File: config.mk
export PLATFORM = sky130hd
export DESIGN_NAME = pc_trace_fifo_flat
export DESIGN_NICKNAME = d
export VERILOG_FILES = /design/src/rtl/pc_trace_fifo_if.sv /design/src/rtl/pc_trace_fifo.sv /design/src/flat_wrapper.sv
export SDC_FILE = /design/constraint.sdc
export NUM_CORES = 1
export LEC_CHECK = 0
export BUFFER_PORTS_ARGS = -buffer_cell sky130_fd_sc_hd__buf_2
export CAP_MARGIN = 20
export CORE_MARGIN = 5
export CORE_UTILIZATION = 40
export CTS_BUF_LIST = sky130_fd_sc_hd__clkbuf_8
export DETAILED_ROUTE_END_ITERATION = 16
export GPL_TIMING_DRIVEN = 1
export SLEW_MARGIN = 0
export SYNTH_ARGS = -nofsm -noshare
export SYNTH_HDL_FRONTEND = slang
export SYNTH_SLANG_ARGS = --single-unit
File: constraint.sdc
create_clock -name clk -period 8.1 [get_ports clk]
set_clock_uncertainty 0.15 [all_clocks]
set_input_delay 0.405 -clock clk [delete_from_list [all_inputs] [get_ports clk]]
set_output_delay 0.405 -clock clk [all_outputs]
set_load 0.02 [all_outputs]
File: src/rtl/pc_trace_fifo_if.sv
// pc_trace_fifo_if
// Purpose : valid/ready drain port of the PC trace buffer.
// Signals : out_valid - head entry present
//           out_ready - consumer accepts the head this cycle
//           out_pc    - PC stored in the head entry
//           out_jump  - head entry was a control-flow discontinuity
// Modports: master = the trace FIFO (drives the head), slave = the consumer.
interface pc_trace_fifo_if #(
    parameter int PC_WIDTH = 32
);
    logic                out_valid;
    logic                out_ready;
    logic [PC_WIDTH-1:0] out_pc;
    logic                out_jump;

    modport master (output out_valid, output out_pc, output out_jump, input out_ready);
    modport slave  (input out_valid, input out_pc, input out_jump, output out_ready);
endinterface

File: src/rtl/pc_trace_fifo.sv
// pc_trace_fifo
// Purpose : follows the core's PC stream and buffers samples in a DEPTH-entry
//           show-ahead FIFO. mode=0 stores every accepted PC, mode=1 stores
//           only control-flow discontinuities. Every entry carries a jump bit.
// Ports   : clk       - rising-edge clock
//           rst_n     - asynchronous reset, ACTIVE HIGH despite the suffix
//           clear     - synchronous flush of FIFO, drop counters and history
//           enable    - capture enable
//           mode      - 0 = every PC, 1 = discontinuities only
//           pc_valid  - pc_in carries a PC this cycle
//           pc_in     - PC sample
//           out_if    - drain port (valid/ready, head PC and jump flag)
//           level     - occupancy
//           full      - level == DEPTH
//           empty     - level == 0
//           overflow  - sticky, a sample was dropped since reset/clear
//           drop_cnt  - saturating count of dropped samples
module pc_trace_fifo #(
    parameter int PC_WIDTH    = 32,
    parameter int DEPTH       = 16,
    parameter int INSTR_BYTES = 4,
    parameter int CNT_WIDTH   = 8
) (
    input  logic                     clk,
    input  logic                     rst_n,
    input  logic                     clear,
    input  logic                     enable,
    input  logic                     mode,
    input  logic                     pc_valid,
    input  logic [PC_WIDTH-1:0]      pc_in,
    pc_trace_fifo_if.master          out_if,
    output logic [$clog2(DEPTH):0]   level,
    output logic                     full,
    output logic                     empty,
    output logic                     overflow,
    output logic [CNT_WIDTH-1:0]     drop_cnt
);

    localparam int                  PTR_W   = $clog2(DEPTH);
    localparam int                  LVL_W   = PTR_W + 1;
    localparam logic [LVL_W-1:0]    DEPTH_L = LVL_W'(DEPTH);
    localparam logic [PC_WIDTH-1:0] STEP    = PC_WIDTH'(INSTR_BYTES);

    // Each entry is {pc, jump}
    logic [PC_WIDTH:0]     mem [DEPTH];
    logic [PTR_W-1:0]      wr_ptr;
    logic [PTR_W-1:0]      rd_ptr;
    logic [LVL_W-1:0]      level_q;
    logic [LVL_W-1:0]      level_next;
    logic                  valid_q;
    logic                  full_q;
    logic                  empty_q;
    logic [PC_WIDTH-1:0]   last_pc;
    logic                  first_flag;
    logic                  enable_q;
    logic                  overflow_q;
    logic [CNT_WIDTH-1:0]  drop_q;

    logic enable_rise;
    logic accept;
    logic is_jump;
    logic push_req;
    logic pop;
    logic push_ok;
    logic drop;

    // A rising enable restarts the history, so the very sample that arrives
    // with it must already count as a jump; hence enable_rise joins first_flag
    // here instead of waiting for first_flag to be registered.
    // The sequential check wraps modulo 2^PC_WIDTH by plain truncation.
    always_comb begin
        enable_rise = enable & ~enable_q;
        accept      = pc_valid & enable;
        is_jump     = first_flag | enable_rise | (pc_in != last_pc + STEP);
        push_req    = accept & (~mode | is_jump);
        pop         = valid_q & out_if.out_ready;
        push_ok     = push_req & (~full_q | pop);
        drop        = push_req & full_q & ~pop;
    end

    // Occupancy bookkeeping; clear overrides any same-cycle push/pop.
    always_comb begin
        level_next = level_q;
        if (clear) begin
            level_next = '0;
        end else if (push_ok && !pop) begin
            level_next = level_q + LVL_W'(1);
        end else if (pop && !push_ok) begin
            level_next = level_q - LVL_W'(1);
        end
    end

    // Control state. valid/full/empty are registered from level_next so they
    // always agree with level in the same cycle.
    always_ff @(posedge clk or posedge rst_n) begin
        if (rst_n) begin
            wr_ptr     <= '0;
            rd_ptr     <= '0;
            level_q    <= '0;
            valid_q    <= 1'b0;
            full_q     <= 1'b0;
            empty_q    <= 1'b1;
            last_pc    <= '0;
            first_flag <= 1'b1;
            enable_q   <= 1'b0;
            overflow_q <= 1'b0;
            drop_q     <= '0;
        end else begin
            enable_q <= enable;
            level_q  <= level_next;
            valid_q  <= (level_next != '0);
            full_q   <= (level_next == DEPTH_L);
            empty_q  <= (level_next == '0);
            if (clear) begin
                wr_ptr     <= '0;
                rd_ptr     <= '0;
                last_pc    <= '0;
                first_flag <= 1'b1;
                overflow_q <= 1'b0;
                drop_q     <= '0;
            end else begin
                if (push_ok) begin
                    wr_ptr <= wr_ptr + PTR_W'(1);
                end
                if (pop) begin
                    rd_ptr <= rd_ptr + PTR_W'(1);
                end
                if (accept) begin
                    last_pc    <= pc_in;
                    first_flag <= 1'b0;
                end else if (enable_rise) begin
                    first_flag <= 1'b1;
                end
                if (drop) begin
                    overflow_q <= 1'b1;
                    if (drop_q != '1) begin
                        drop_q <= drop_q + CNT_WIDTH'(1);
                    end
                end
            end
        end
    end

    // Storage needs no reset; the head is masked while the FIFO is empty.
    always_ff @(posedge clk) begin
        if (!clear && push_ok) begin
            mem[wr_ptr] <= {pc_in, is_jump};
        end
    end

    assign out_if.out_valid = valid_q;
    assign out_if.out_pc    = valid_q ? mem[rd_ptr][PC_WIDTH:1] : '0;
    assign out_if.out_jump  = valid_q & mem[rd_ptr][0];
    assign level            = level_q;
    assign full             = full_q;
    assign empty            = empty_q;
    assign overflow         = overflow_q;
    assign drop_cnt         = drop_q;

endmodule
File: src/flat_wrapper.sv
// flat-port wrapper written by rule: the top's interface ports become plain ports
module pc_trace_fifo_flat 
#(
    parameter int PC_WIDTH    = 32,
    parameter int DEPTH       = 16,
    parameter int INSTR_BYTES = 4,
    parameter int CNT_WIDTH   = 8
)
  (clk, rst_n, clear, enable, mode, pc_valid, pc_in, level, full, empty, overflow, drop_cnt, out_if_out_valid, out_if_out_pc, out_if_out_jump, out_if_out_ready);
  pc_trace_fifo_if #(.PC_WIDTH(PC_WIDTH)) out_if_i ();
  input  logic clk;
  input  logic rst_n;
  input  logic clear;
  input  logic enable;
  input  logic mode;
  input  logic pc_valid;
  input  logic [PC_WIDTH-1:0] pc_in;
  output logic [$clog2(DEPTH):0] level;
  output logic full;
  output logic empty;
  output logic overflow;
  output logic [CNT_WIDTH-1:0] drop_cnt;
  output wire logic [$bits(out_if_i.out_valid)-1:0] out_if_out_valid;
  output wire logic [$bits(out_if_i.out_pc)-1:0] out_if_out_pc;
  output wire logic [$bits(out_if_i.out_jump)-1:0] out_if_out_jump;
  input wire logic [$bits(out_if_i.out_ready)-1:0] out_if_out_ready;
  assign out_if_out_valid = out_if_i.out_valid;
  assign out_if_out_pc = out_if_i.out_pc;
  assign out_if_out_jump = out_if_i.out_jump;
  assign out_if_i.out_ready = out_if_out_ready;
  pc_trace_fifo #(.PC_WIDTH(PC_WIDTH), .DEPTH(DEPTH), .INSTR_BYTES(INSTR_BYTES), .CNT_WIDTH(CNT_WIDTH)) u_core (.clk(clk), .rst_n(rst_n), .clear(clear), .enable(enable), .mode(mode), .pc_valid(pc_valid), .pc_in(pc_in), .out_if(out_if_i), .level(level), .full(full), .empty(empty), .overflow(overflow), .drop_cnt(drop_cnt));
endmodule
==> impl_metrics.toml <==
[cts]
cts_root_buf = "clkbuf_8"
clock-sinks = 587
cts-hold-fix-buffers = 32
tritoncts = "yes"
cts_htree_levels = 3
clkTransAtPathRegs_ns = 0.06
cts_resized = 0
cts_setup_buffers = 0
cts_made_buffers = 93
clk_path_buf_depth = 3
clk_latency_ns = 0.68

[setup_path]
critPathArrivalTime_ns = 5.58
end_kind = "register"
worstReg2RegEnd = "u_core.mem[12][10]"
r2r-start = "u_core.last_pc[2]"
r2r_slack_ns = 2.66
start_kind = "register"
critPathBufInv = 1
cp-startpoint = "u_core.last_pc[2]"
crit_cells = 12
rr_worst_depth = 12
crit_top_cell = "nand4_1"
path_max_fanout = 26
path_cells = "ha_1, nand4_1, or3_1, or4_4, mux2_2, o211ai_2, nand4_1, o31a_1, and2_1, nand3b_1, nor3_2, buf_4"
slowest_delay_ns = 0.75
required_ns = 8.24
path_class = "reg -> reg"
path_delay_family = "simple AND/OR/NAND/NOR gates"
cpMaxStageDelayCell = "o31a_1"

[routing]
wl_mm = 55.5
num_vias = 12400
drt_iter0_markers = 1192
vias_per_cell = 5.49
final_antenna_net_count = 0
drc = 0
routedWlPerCell_um = 24.5
firstDrtPassIters = 7

[sta]
finalCritPeriodShare_pct = 67.2
finalHoldViolCount = 0
period_needed_ns = 5.44
setup_viol = 0
finalSetupTns_ns = 0
slew_violations = 0
rsz0062_at_grt = "false"
worst_slew_pin_slew_ns = 0.901
max_freq_mhz = 184
slew_headroom_pct = 39.9

[logic_synthesis]
synth_area_mm2 = 0.0239
synth-seq-cells = 587
synthArstFlopShare_pct = 10.1
yosysWarnings = 0
synth.distinct_cells = 55
synth_edf_count = 528
synth-seq-area-share_pct = 72.7
synth_cells = 1240
syn_nets = 1288
syn_area_per_cell_um2 = 19.2
synth_ff_type = "edfxtp_1"

[global_route]
grt_overflow = 0
grt_max_degree = 67
grt_use_total_pct = 17.3
antenna_found_initial = 1
grt_pass1_vias = 13100
grt_first_pass_wirelength_mm = 84.0

[die]
die_area_mm2 = 0.0646
die_h_um = 254
initial_core_util_pct = 40.4
io_pins = 89
num_rows = 89
core_area_mm2 = 0.0590
die_x_um = 254

[layout]
finish.utilization_pct = 46.5
final_cell_mix = "528 x edfxtp_1, 165 x mux4_2, 95 x clkbuf_8, 89 x nand2_1, 88 x buf_2"
drive_gt1_share_pct = 28.6
nNetsFinal = 1470
layout_commonest_cell = "edfxtp_1"
areaGrowthSynthToFinish_pct = 15.1
n_antenna_cell = 0

[flow_run]
maxCapViolations = 0

[worst_hold_path]
hold_start = "pc_in[10]"
hp-class = "in -> reg"
min_path_cells = 1
hold_end = "u_core.mem[11][11]"

[placed_design]
port_buffers = 88
gp_congestion = 0.824
hpwl_mm = 33.4

[status]
status = "finished, final reports clean"

[pwr]
peakVddDrop_v = 0.000198
p_leak_nw = 8.94
p_per_area_mw_per_mm2 = 243
==> cell usage after synthesis, types with 3 or more instances <==
| library cell | number | share of area [%] |
|---|---|---|
| a211oi_1 | 3 | 0.094 |
| a21oi_1 | 42 | 0.88 |
| a31oi_1 | 3 | 0.079 |
| and2_1 | 39 | 1.0 |
| and3_1 | 5 | 0.13 |
| buf_1 | 18 | 0.28 |
| clkbuf_1 | 42 | 0.66 |
| dfrtp_1 | 57 | 6.0 |
| edfxtp_1 | 528 | 66 |
| ha_1 | 9 | 0.47 |
| inv_1 | 16 | 0.25 |
| mux2_2 | 4 | 0.19 |
| mux2i_1 | 6 | 0.25 |
| mux4_2 | 165 | 16 |
| nand2_1 | 89 | 1.4 |
| nand2b_1 | 3 | 0.079 |
| nand3_1 | 22 | 0.46 |
| nand4_1 | 17 | 0.45 |
| nor2_1 | 37 | 0.58 |
| nor2b_1 | 6 | 0.16 |
| nor3_1 | 8 | 0.17 |
| nor4_1 | 8 | 0.21 |
| o21ai_0 | 10 | 0.21 |
| or3_1 | 10 | 0.26 |
| or4_1 | 5 | 0.16 |
| xnor2_1 | 33 | 1.2 |
| xor2_1 | 20 | 0.73 |
==> kinds of logic (layout without fill, tap and decap cells) <==
group                      count (synthesis)  count (layout)  synth area share, %
xor gates and xnor gates                  53              53                 1.95
DFF                                      587             587                 72.7
and+or+nand+nor                          261             261                 5.68
muxes                                    175             175                 16.0
adders and majority gates                  9               9                0.472
buffers and inverters                     79             330                 1.28
AOI/OAI and AO/OA                         76              76                 1.94
==> how the worst max path moves through the flow <==
stage	to	slack, ns
2_1_floorplan	u_core.mem[3][0]	1.32
3_3_place_gp	u_core.mem[12][4]	2.87
3_5_place_dp	u_core.mem[12][11]	2.78
4_1_cts	u_core.mem[12][3]	2.69
5_1_grt	u_core.mem[12][10]	2.38
6_report	u_core.mem[12][10]	2.66
==> state kept, by name (all words and copies together) (netlist names) <==
| name | count |
|---|---|
| u_core.mem | 528 |
| u_core.wr_ptr | 4 |
| u_core.out_if.out_valid | 1 |
| u_core.enable_q | 1 |
| u_core.empty | 1 |
| u_core.level | 5 |
| u_core.full | 1 |
| u_core.last_pc | 32 |
| u_core.first_flag | 1 |
| u_core.drop_cnt | 8 |
| u_core.overflow | 1 |
| u_core.rd_ptr | 4 |
==> layout make-up <==
cell class | instances | area, um2
fillers | 4998 | 31600
well taps | 773 | 967
flip-flops and latches | 587 | 17300
multi-input cells | 574 | 6320
clock inverters | 69 | 313
repair buffers | 150 | 1150
inverters | 16 | 60.1
clock buffers | 95 | 1310
==> metrics by stage <==
stage	cell area, um2	setup WS, ns	std cells	hold WS [ns]	power, mW
after floorplan	23900	1.32	1240	0.286	4.14
after global placement	25300	2.87	2057	0.343	4.49
after detailed placement	25400	2.78	2065	0.357	4.50
after CTS	27400	2.69	2261	0.000846	6.75
after global routing	27500	2.38	2264	0.0282	6.97
final	27500	2.66	2264	0.0565	6.67
==> where the power goes <==
part,total (mW),internal [mW],switching (mW)
clock network,2.23,1.12,1.11
registers,3.42,3.34,0.0840
logic,1.01,0.462,0.549
total,6.67,4.92,1.75
==> metal layers <==
layer / wire length [um] / vias up / track usage, % / part of all wire, %
li1: - / 5376 / - / -
met1: 26000 / 6593 / 26.7 / 47
met2: 25100 / 410 / 25.7 / 45
met3: 3660 / 59 / 3.46 / 6.6
met4: 770 / 0 / 4.34 / 1.4
met5: 0 / - / 0 / 0
Power figures use the tool's default switching activity.
